--- src/rtl/data_router_pkg.sv ---
// Shared defaults and helpers for the strobe-driven data router.
package data_router_pkg;

  localparam int DEF_DATA_W   = 8;
  localparam int DEF_CH_SEL_W = 1;
  localparam int DEF_DEPTH    = 2;
  localparam int DEF_N_CH     = 2 ** DEF_CH_SEL_W;

  // Ceiling log2 for elaboration-time sizing of pointers and counters.
  function automatic int clog2(input int value);
    int r;
    r = 0;
    while ((1 << r) < value) r = r + 1;
    return r;
  endfunction

endpackage

--- src/rtl/data_router_chan_fifo.sv ---
// Show-ahead per-channel FIFO; a pop on a full FIFO frees the slot for a
// same-cycle push, so full+push+pop accepts the word.
module chan_fifo
  import data_router_pkg::*;
#(
  parameter int DATA_W = DEF_DATA_W,
  parameter int DEPTH  = DEF_DEPTH
) (
  input  logic              clk,
  input  logic              rst,
  input  logic              push,
  input  logic [DATA_W-1:0] din,
  input  logic              pop_ready,
  output logic [DATA_W-1:0] dout,
  output logic              valid,
  output logic              full
);

  localparam int AW = clog2(DEPTH);

  logic [DATA_W-1:0] mem [DEPTH];
  logic [AW-1:0]     rd_ptr;
  logic [AW-1:0]     wr_ptr;
  logic [AW:0]       count;
  logic              pop;
  logic              wr;

  assign valid = (count != '0);
  assign full  = (count == (AW+1)'(DEPTH));
  assign dout  = mem[rd_ptr];
  assign pop   = valid & pop_ready;
  assign wr    = push & (~full | pop);

  // Storage, pointers and occupancy; pointers wrap naturally at DEPTH.
  always_ff @(posedge clk) begin
    if (rst) begin
      rd_ptr <= '0;
      wr_ptr <= '0;
      count  <= '0;
      for (int i = 0; i < DEPTH; i++) mem[i] <= '0;
    end else begin
      if (wr) begin
        mem[wr_ptr] <= din;
        wr_ptr      <= wr_ptr + 1'b1;
      end
      if (pop) rd_ptr <= rd_ptr + 1'b1;
      case ({wr, pop})
        2'b10:   count <= count + 1'b1;
        2'b01:   count <= count - 1'b1;
        default: count <= count;
      endcase
    end
  end

endmodule

--- src/rtl/data_router.sv ---
// Strobe-synchronised demux into N_CH buffered channels with sticky
// overflow flags.
module data_router
  import data_router_pkg::*;
#(
  parameter int DATA_W   = DEF_DATA_W,
  parameter int CH_SEL_W = DEF_CH_SEL_W,
  parameter int DEPTH    = DEF_DEPTH
) (
  input  logic                             clk,
  input  logic                             rst,
  input  logic [DATA_W-1:0]                DATA,
  input  logic                             data_sb,
  output logic [(2**CH_SEL_W)*DATA_W-1:0]  ch_data,
  output logic [(2**CH_SEL_W)-1:0]         ch_valid,
  input  logic [(2**CH_SEL_W)-1:0]         ch_ready,
  output logic [(2**CH_SEL_W)-1:0]         ch_ovf,
  input  logic                             ovf_clr
);

  localparam int N_CH = 2 ** CH_SEL_W;

  logic                s1, s2, s3;
  logic                push;
  logic [CH_SEL_W-1:0] sel;
  logic [N_CH-1:0]     push_vec;
  logic [N_CH-1:0]     full;
  logic [N_CH-1:0]     ovf_evt;

  // Two-flop synchroniser plus one delay flop for rising-edge detection.
  always_ff @(posedge clk) begin
    if (rst) begin
      s1 <= 1'b0;
      s2 <= 1'b0;
      s3 <= 1'b0;
    end else begin
      s1 <= data_sb;
      s2 <= s1;
      s3 <= s2;
    end
  end

  assign push = s2 & ~s3;
  assign sel  = DATA[DATA_W-1 -: CH_SEL_W];

  for (genvar i = 0; i < N_CH; i++) begin : g_ch
    assign push_vec[i] = push & (sel == CH_SEL_W'(i));
    // Full implies valid, so a ready consumer always makes room this cycle.
    assign ovf_evt[i]  = push_vec[i] & full[i] & ~ch_ready[i];

    chan_fifo #(
      .DATA_W (DATA_W),
      .DEPTH  (DEPTH)
    ) u_fifo (
      .clk       (clk),
      .rst       (rst),
      .push      (push_vec[i]),
      .din       (DATA),
      .pop_ready (ch_ready[i]),
      .dout      (ch_data[i*DATA_W +: DATA_W]),
      .valid     (ch_valid[i]),
      .full      (full[i])
    );
  end

  // Sticky overflow flags; a new overflow wins over a same-cycle clear.
  always_ff @(posedge clk) begin
    if (rst) ch_ovf <= '0;
    else     ch_ovf <= (ch_ovf & ~{N_CH{ovf_clr}}) | ovf_evt;
  end

endmodule

--- config.mk ---
export PLATFORM = sky130hd
export DESIGN_NAME = data_router
export DESIGN_NICKNAME = d
export VERILOG_FILES = /design/src/rtl/data_router_pkg.sv /design/src/rtl/data_router_chan_fifo.sv /design/src/rtl/data_router.sv
export SDC_FILE = /design/constraint.sdc
export NUM_CORES = 1
export LEC_CHECK = 0
export CORE_UTILIZATION = 65
export CTS_CLUSTER_SIZE = 12
export DETAILED_ROUTE_END_ITERATION = 10
export DONT_BUFFER_PORTS = 1
export GPL_TIMING_DRIVEN = 0
export PLACE_DENSITY = 0.85
export SLEW_MARGIN = 5
export SYNTH_ARGS = -nofsm -noshare
export SYNTH_HDL_FRONTEND = slang
export SYNTH_SLANG_ARGS = --single-unit
--- constraint.sdc ---
create_clock -name clk -period 6.2 [get_ports clk]
set_clock_uncertainty 0.15 [all_clocks]
set_input_delay 1.24 -clock clk [delete_from_list [all_inputs] [get_ports clk]]
set_output_delay 1.24 -clock clk [all_outputs]
set_load 0.01 [all_outputs]
### Word level (Yosys, flattened, before mapping)

Memories as Yosys holds them, arrays and structs flattened. A register that Yosys moved wholly into a read port is not among the register bits.
Index checks and enable logic that the tools add are counted.

* register bits after elaboration: 13
* RAM bits: 32
* bits of input ports: 14
* word-level logic and storage cells: 74
* memories kept: 2

* add/subtract/negate cells: 8
* equality and inequality tests: 6
* mux-type cells: 20
* bitwise gates (word level): 22
* reduce and logical (&&, ||, !) cells: 6

Memory list
* g_ch[0].u_fifo.mem: depth 2, bits a word 8, rd ports 1, clocked after memory_dff 1, write ports 2, RTL line data_router_chan_fifo.sv:21 `logic [DATA_W-1:0] mem [DEPTH];`
* g_ch[1].u_fifo.mem: depth 2, bits a word 8, rd ports 1, clocked after memory_dff 1, write ports 2, RTL line data_router_chan_fifo.sv:21

Operators with widths (number)
* 2-to-1 mux 1 bit: 16
* 2-to-1 mux 8 bit: 2
* OR reduction 8 bit: 2
* bitwise AND 1 bit: 11
* == test 2 bit (second input constant): 4
* one-hot mux 2 bit (2 select lines): 2
* nonzero test 2 bit: 4
* inverter 1 bit: 6
* adder 1 bit (second input constant): 4
* adder 2 x 1 -> 2 bit (second input constant): 2
* == test 2 x 1 -> 1 bit (second input constant): 2
* subtractor 2 x 1 -> 2 bit (second input constant): 2
* bitwise AND 2 bit: 1
* inverter 2 bit: 1
* OR 1 bit: 2
* OR 2 bit: 1

### Depth between registers and ports, before layout

Gate-level depths: netlist (run 1).

* depth after elaboration: 9
* depth in mapped cells: 7
* depth with buffers taken out: 7

### Modules after synthesis

A second synthesis (run 1) with hierarchy kept.

* cell total of the unflattened synthesis: 151
* area, all modules: 2090.8 um^2

By module, submodules not included
* chan_fifo: instances 2, cells each 68, area each 959.7 um^2
* data_router: instances 1, cells each 15, area each 171.4 um^2

### Least setup slack after synthesis (run 1)

No wires, ideal clock.

* kind: input to register
* from: input port DATA[7]
* to: register g_ch[0].u_fifo.count[1]
* data arrival time: 2.661 ns
* required time: 5.979 ns
* setup slack: 3.318 ns
* cell stages on the path: 6
* path buffers: 0
* path through: or3b_4 -> nor2_1 -> inv_1 -> ha_1 -> or3_1 -> a21oi_1

* longest elaborated chain between the ends: 5
* elaborated cells between the ends (all ways): 7
* classes of those cells: eq/ne (2); mux (1); bitwise (3); reduce/logical (1)

RTL lines
* start: declaration: RTL line data_router.sv:12 `input logic [DATA_W-1:0] DATA,`
* inverter 1 bit (*): RTL line data_router.sv:47 `assign push_vec[i] = push & (sel == CH_SEL_W'(i));`
* bitwise AND 1 bit (*): RTL line data_router.sv:47
* bitwise AND 1 bit (*): RTL line data_router_chan_fifo.sv:32 `assign wr = push & (~full | pop);`
* == test 2 x 1 -> 1 bit or == test 2 bit (tied branches): RTL line data_router_chan_fifo.sv:47 `case ({wr, pop})`
* one-hot mux 2 bit (2 select lines) or nonzero test 2 bit (tied branches)
* end signal: assignment: RTL line data_router_chan_fifo.sv:48 `2'b10: count <= count + 1'b1;`
* end signal: assignment: RTL line data_router_chan_fifo.sv:49 `2'b01: count <= count - 1'b1;`
* end signal: assignment: RTL line data_router_chan_fifo.sv:50 `default: count <= count;`
* end: declaration: RTL line data_router_chan_fifo.sv:24 `logic [AW:0] count;`

Mark *: on every way between the ends. The rest lies on a longest branch, timed or not.
A chain may end at the register's enable or synchronous reset.

==> summary.txt, run 1 <==
TritonCTS Buffers = 5
Area Overhead vs Synth = 5.23%
Final RePlAce weighted congestion = 0.757
TritonRoute pass-1 iters = 4
CTS Hold Buffers Added = 0
Nature of the critical path startpoint = flop
Sequential share of power = 0.655
RSZ-0062 raised after global routing = no
Worst path slowest cell = mux2_2
Avg Inst Size Synth = 13.5 um2
Final wirelength = 3.13 mm
ANT nets after route = 0
Clk buf depth = 2
Antenna diodes = 0
FP Rows = 20
Worst R2R Setup Slack = 3.96 ns
Final Max Tran Viols = 0
Sw frac = 0.229
Port Buffers = 0
#FFs+latches synth = 47
CP peak stage delay = 0.43 ns
Synth warn = 0
Peak Freq = 352 MHz
PD cells = 251 nW/um2
Clock Latency Late Sink = 0.35 ns
Status = complete, no violations
Vias per Instance = 5.34
Setup CP Type = flop to primary output
Cells after synthesis = 152
Postcts setup bufs = 0
Die area = 3400 um2
Total global routing overflow = 0
Clock-pin transition on the worst setup and hold timing paths = 0.12 ns
Vias post-DR = 1094
Distinct cells, synth = 31
Die width = 58.3 um
Worst-Margin Slew = 0.753 ns
Psw = 0.000124 W
Nets = 176
H-tree levels = 2
Post-synthesis sequential area ratio = 0.613
Clock share of power = 0.245
Root buf cell = clkbuf_4
Worst Path Arrival = 1.45 ns
CP delay by family, top = multiplexers
Hold Crit Class = flop to flop
Top Ports = 34
Commonest cells after routing, fill and taps aside = 32 x edfxtp_1, 28 x and2_1, 16 x mux2_2
Worst VDD drop = 0.000183 V
DR iter-0 viols = 12
First-pass GRT wire length = 4.98 mm
Drt wl/cell = 15.3 um
Comb pwr share = 0.100
Mapped cell area = 2060 um2
Share of layout cells above drive strength 1 = 0.205
Chip height = 58.3 um
Leakage power = 0.783 nW
Largest net degree at the start of global routing = 14
Fin Setup TNS = 0 ns
Final core occ = 0.715
Residual DRC count = 0
Total internal power = 0.000419 W
Core area = 3030 um2
CTS resizes = 0
Crit path cell chain = clkbuf_1 > mux2_2
Final setup viols = 0
CTS tree = built
Initial Utilization = 0.680
Clock Sinks = 47
Max cap viols = 0
Hold slack = 0.299 ns
Crit-path max FO = 8
Vias in the first global route = 1056
Commonest non-fill, non-tap cell in the layout = edfxtp_1
Initial antenna violation count = 0
CP Capture Type = primary output
Crit share post-route = 0.459
Rel. slew slack = 0.497
Final period demand of the worst path = 2.84 ns
Worst path required time = 4.81 ns
GRT Overall Usage = 0.209
Post-DP HPWL = 2.29 mm
Fin. Hold Viols = 0
Worst path bufs/invs = 1
==> worst register-to-register path: stages (launching register included) <==
cell and delay [ns]:
dfxtp_1 0.40, or3b_4 0.44, nor2_1 0.19, inv_1 0.10
o21bai_1 0.61
==> state kept, by name (all words and copies together) (netlist names), named ones only <==
signal              flops
s2                      1
g_ch.u_fifo.rd_ptr      2
g_ch.u_fifo.count       4
ch_ovf                  2
g_ch.u_fifo.wr_ptr      2
s1                      1
s3                      1
g_ch.u_fifo.mem        32
==> final cells by class <==
class / instances / area (um2)
sequential: 47 / 1260
fill: 226 / 862
multi-input combinational: 98 / 762
tap: 44 / 55.1
clock buffer: 8 / 48.8
buffer: 6 / 31.3
inverter: 2 / 7.51
==> through the flow <==
step	cells	total power, W	setup slack, ns	area (um2)
floorplan	153	0.000409	3.32	2060
global placement	197	0.000415	3.17	2120
detailed placement	197	0.000418	3.10	2120
CTS	205	0.000546	3.32	2170
global route	205	0.000567	3.25	2170
finish	205	0.000543	3.36	2170
==> routing by layer <==
layer  up-vias  share of wire  global-route usage
met3         2          0.053              0.0759
met2        25           0.51               0.343
li1        545              -                   -
met5         -              0                   0
met4         0         0.0054              0.0816
met1       522           0.43               0.252
==> worst paths after layout <==
check / start / to / cells after the start
max: flop / ch_data[14] / 2
min: s1 / s2 / 1
max reg2reg: s2 / g_ch[0].u_fifo.mem[0][7] / 4
min reg2reg: s1 / s2 / 1
==> synthesized netlist by cell type (all sizes together) <==
| cell type | instances | area share |
|---|---|---|
| a21o | 2 | 0.0073 |
| a21oi | 4 | 0.0097 |
| and2 | 28 | 0.085 |
| buf | 4 | 0.012 |
| clkbuf | 2 | 0.0036 |
| conb | 1 | 0.0018 |
| dfxtp | 15 | 0.15 |
| edfxtp | 32 | 0.47 |
| ha | 2 | 0.012 |
| inv | 2 | 0.0036 |
| mux2 | 16 | 0.088 |
| nand2b | 3 | 0.0091 |
| nand3b | 1 | 0.0036 |
| nand4b | 1 | 0.0043 |
| nor2 | 9 | 0.016 |
| nor2b | 4 | 0.012 |
| nor3 | 2 | 0.013 |
| nor3b | 3 | 0.016 |
| nor4 | 2 | 0.021 |
| o21a | 2 | 0.0073 |
| o21ai | 2 | 0.0049 |
| o21bai | 4 | 0.015 |
| or2 | 2 | 0.0061 |
| or3 | 2 | 0.0061 |
| or3b | 1 | 0.0055 |
| xnor2 | 4 | 0.017 |
| xor2 | 2 | 0.0085 |
==> cell families (layout without fill, tap and decap cells) <==
logic type | Yosys count | after routing | synth area share
AO/OA/AOI/OAI | 14 | 14 | 0.0438
XOR/XNOR | 6 | 6 | 0.0255
adder cells (fa/ha/maj) | 2 | 2 | 0.0122
buffers and inverters | 8 | 16 | 0.0188
flip-flops | 47 | 47 | 0.613
multiplexers | 16 | 16 | 0.0875
other | 1 | 2 | 0.00182
AND/OR/NAND/NOR | 58 | 58 | 0.198
==> power by group through the flow <==
stage                     clock network, W  logic [W]  registers (W)
after CTS                         0.000135  0.0000553       0.000356
after floorplan                          0  0.0000475       0.000361
after global placement                   0  0.0000530       0.000362
after global routing              0.000151  0.0000594       0.000358
final                             0.000133  0.0000543       0.000356
after detailed placement                 0  0.0000548       0.000363
(Power assumes the default switching activity.)
==> run 2: changes to the inputs <==
--- a/config.mk
+++ b/config.mk
@@ -5,12 +5,13 @@
 export SDC_FILE = /design/constraint.sdc
 export NUM_CORES = 1
 export LEC_CHECK = 0
-export CORE_UTILIZATION = 65
+export ABC_AREA = 1
+export CORE_UTILIZATION = 56
 export CTS_CLUSTER_SIZE = 12
 export DETAILED_ROUTE_END_ITERATION = 10
 export DONT_BUFFER_PORTS = 1
 export GPL_TIMING_DRIVEN = 0
-export PLACE_DENSITY = 0.85
+export PLACE_DENSITY = 0.78
 export SLEW_MARGIN = 5
 export SYNTH_ARGS = -nofsm -noshare
 export SYNTH_HDL_FRONTEND = slang
==> constraint.sdc (replaced) <==
create_clock -name clk -period 2.55 [get_ports clk]
set_clock_uncertainty 0.15 [all_clocks]
set_input_delay 0.51 -clock clk [delete_from_list [all_inputs] [get_ports clk]]
set_output_delay 0.51 -clock clk [all_outputs]
set_load 0.01 [all_outputs]
==> run 2 against run 1 <==
Global-route usage down 1.6 points. Die area increased by 17%. Synthesized area is 1.3% higher. Worst hold slack lost 0.18 ns. Synthesized cell count increased by 21%. Wire length is 6.8% higher. Setup slack worse by 2.7 ns. Count of clock-buffer cells in the layout down 2. Power rose to 3.0 times the previous value. Critical path depth stayed put. Largest cell class unchanged.
==> summary.txt, run 2 <==
Status = complete, no violations (unchanged)
Distinct cells, synth = 26 (was 31)
Nature of the critical path startpoint = flop (unchanged)
FF-to-FF path depth = 8 (was 4)
Max cap viols = 0 (unchanged)
DR iter-0 viols = 67 (was 12)
Top reg by flops = g_ch.u_fifo.mem (unchanged)
Port Buffers = 0 (unchanged)
TritonCTS Buffers = 5 (unchanged)
Crit-path max FO = 8 (unchanged)
H-tree levels = 2 (unchanged)
Most common cell in the synthesized netlist = nor2_1 (was edfxtp_1)
ANT nets after route = 0 (unchanged)
Commonest non-fill, non-tap cell in the layout = nor2_1 (was edfxtp_1)
#FFs+latches synth = 47 (unchanged)
Crit. path cell count = 2 (unchanged)
Worst R2R Setup Slack = 0.84 ns (was 3.96 ns)
Synth warn = 0 (unchanged)
First-pass GRT wire length = 5.60 mm (was 4.98 mm)
Most common library cells after synthesis = 44 x nor2_1, 32 x edfxtp_1, 21 x inv_1 (was 32 x edfxtp_1, 28 x and2_1, 16 x mux2_2)
Fin Setup TNS = 0 ns (unchanged)
CP peak stage delay = 0.41 ns (was 0.43 ns)
Hold Crit Class = input pin to flop (was flop to flop)
CTS resizes = 0 (unchanged)
Peak Freq = 532 MHz
Reg-to-reg endpoint = g_ch[0].u_fifo.count[1] (was g_ch[0].u_fifo.mem[0][7])
Core area = 3440 um2 (was 3030 um2)
CTS tree = built (unchanged)
GRT Overall Usage = 0.193 (was 0.209)
RSZ-0062 raised after global routing = no (unchanged)
Postcts setup bufs = 0 (unchanged)
Hold slack = 0.122 ns (was 0.299 ns)
Ys async rst share = 0 (unchanged)
PD cells = 725 nW/um2 (was 251 nW/um2)
Avg Inst Size Synth = 11.3 um2 (was 13.5 um2)
Final core occ = 0.662 (was 0.715)
Total global routing overflow = 0 (unchanged)
Worst Path Arrival = 1.22 ns (was 1.45 ns)
Antenna diodes = 0 (unchanged)
Post-DP HPWL = 2.47 mm (was 2.29 mm)
Drt wl/cell = 14.0 um (was 15.3 um)
Fillers = 269 (was 226)
Nets = 208 (was 176)
Worst path bufs/invs = 1 (unchanged)
Initial antenna violation count = 0 (unchanged)
Post-synthesis sequential area ratio = 0.605 (was 0.613)
Critical path endpoint = ch_data[2] (was ch_data[14])
CP Capture Type = primary output (unchanged)
Die width = 63.0 um (was 58.3 um)
Clock Latency Late Sink = 0.30 ns (was 0.35 ns)
Chip height = 63.0 um (was 58.3 um)
CTS Hold Buffers Added = 0 (unchanged)
Sw frac = 0.214 (was 0.229)
Crit path cell chain = buf_2 > mux2_2 (was clkbuf_1 > mux2_2)
Fin. Hold Viols = 0 (unchanged)
Share of layout cells above drive strength 1 = 0.233 (was 0.205)
Clock-pin transition on the worst setup and hold timing paths = 0.08 ns (was 0.12 ns)
Worst path required time = 1.89 ns (was 4.81 ns)
Sequential share of power = 0.522 (was 0.655)
Mapped cell area = 2080 um2 (was 2060 um2)
Clk buf depth = 2 (unchanged)
Comb pwr share = 0.095 (was 0.100)
Largest regs = g_ch.u_fifo.mem (32), g_ch.u_fifo.count (4) (unchanged)
TritonRoute pass-1 iters = 4 (unchanged)
Vias post-DR = 1224 (was 1094)
Residual DRC count = 0 (unchanged)
Worst path slowest cell = mux2_2 (unchanged)
Vias in the first global route = 1269 (was 1056)
Clock Sinks = 47 (unchanged)
Final setup viols = 0 (unchanged)
Commonest cells after routing, fill and taps aside = 44 x nor2_1, 32 x edfxtp_1, 21 x inv_1 (was 32 x edfxtp_1, 28 x and2_1, 16 x mux2_2)
Initial Utilization = 0.606 (was 0.680)
Final RePlAce weighted congestion = 0.729 (was 0.757)
Final Max Tran Viols = 0 (unchanged)
Worst VDD drop = 0.000372 V (was 0.000183 V)
Vias per Instance = 5.12 (was 5.34)
Root buf cell = clkbuf_8 (was clkbuf_4)
Leakage power = 0.934 nW (was 0.783 nW)
Post-synth top area cell = edfxtp_1 (unchanged)
Post-synth top area share = 0.461 (was 0.467)
Final period demand of the worst path = 1.88 ns
Final wirelength = 3.34 mm (was 3.13 mm)
Area Overhead vs Synth = 9.30% (was 5.23%)
Die area = 3970 um2 (was 3400 um2)
FP Rows = 21 (was 20)
Top cells by area, synth = edfxtp_1 46%, dfxtp_1 14%, mux2_2 8.6%, nor2_1 7.9%, nand4_4 4.1% (was edfxtp_1 47%, dfxtp_1 15%, mux2_2 8.8%, and2_1 8.5%, nor4_4 2.1%)
R2R Path Start = s2 (unchanged)
Synth Flop Type = edfxtp_1 (unchanged)
Clock share of power = 0.383 (was 0.245)
CP delay by family, top = multiplexers (unchanged)
EDFF count, synth = 32 (unchanged)
Total internal power = 0.00130 W (was 0.000419 W)
Crit share post-route = 0.738
Psw = 0.000353 W (was 0.000124 W)
Top Ports = 34 (unchanged)
Largest net degree at the start of global routing = 15 (was 14)
Setup CP Type = flop to primary output (unchanged)
Max FFs per register = 32 (unchanged)
Cells after synthesis = 184 (was 152)
-- run 2: cell count changes in the layout (fill, tap and decap cells not counted), moves of 4 or more --
cell / change
nor2_1: +35
inv_1: +19
xnor2_1: -4
clkbuf_4: -5
and2_1: -28
nor2b_1: -4
clkbuf_1: -4
o21bai_1: -4
nand2_1: +19
clkbuf_8: +5
nand4_4: +4
-- run 2: per-stage QoR --
| stage | area [um2] | setup slack (ns) | instances | total power (W) |
|---|---|---|---|---|
| floorplan | 2090 | 0.838 | 185 | 0.00101 |
| global placement | 2150 | 0.793 | 231 | 0.00103 |
| detailed placement | 2150 | 0.722 | 231 | 0.00104 |
| CTS | 2280 | 0.642 | 239 | 0.00166 |
| global route | 2280 | 0.602 | 239 | 0.00170 |
| finish | 2280 | 0.669 | 239 | 0.00165 |
-- run 2: worst min-delay path by stage --
stage / start / to / slack (ns) / cells after the start
global route: rst / ch_ovf[1] / 0.11 / 1
global placement: s1 / s2 / 0.24 / 2
detailed placement: s1 / s2 / 0.25 / 2
finish: rst / g_ch[1].u_fifo.count[0] / 0.12 / 1
floorplan: s1 / s2 / 0.24 / 2
CTS: rst / s2 / 0.11 / 1
-- run 2: power by group through the flow --
stage | logic, W | registers, W | clock network (W)
3_5_place_dp | 0.000158 | 0.000880 | 0
5_1_grt | 0.000173 | 0.000866 | 0.000661
6_report | 0.000156 | 0.000863 | 0.000633
4_1_cts | 0.000159 | 0.000863 | 0.000637
3_3_place_gp | 0.000150 | 0.000878 | 0
2_1_floorplan | 0.000133 | 0.000876 | 0
-- run 2: cell families after synthesis --
group                    count (synthesis)  synth area share
XOR/XNOR                                 1           0.00420
AND/OR/NAND/NOR                         77             0.196
AO/OA/AOI/OAI                            9            0.0288
buffers and inverters                   31            0.0660
multiplexers                            16            0.0864
adder cells (fa/ha/maj)                  2            0.0120
flip-flops                              47             0.605
other                                    1           0.00180
-- run 2: cell type report --
| class | instances | area [um2] | share of cell area |
|---|---|---|---|
| flip-flops and latches | 47 | 1260 | 0.554 |
| clock inverters | 2 | 60.1 | 0.0264 |
| plain buffers | 5 | 36.3 | 0.0159 |
| clock buffers | 6 | 72.6 | 0.0319 |
| well taps | 46 | 57.6 | 0.0253 |
| multi-input cells | 107 | 689 | 0.303 |
| inverters | 26 | 101 | 0.0445 |
-- run 2: routing by layer --
layer	global-route usage	up-vias	wire length, um
li1	-	615	-
met3	0.0620	6	168
met1	0.204	569	1330
met4	0.105	0	81
met2	0.337	34	1760
met5	0	-	0
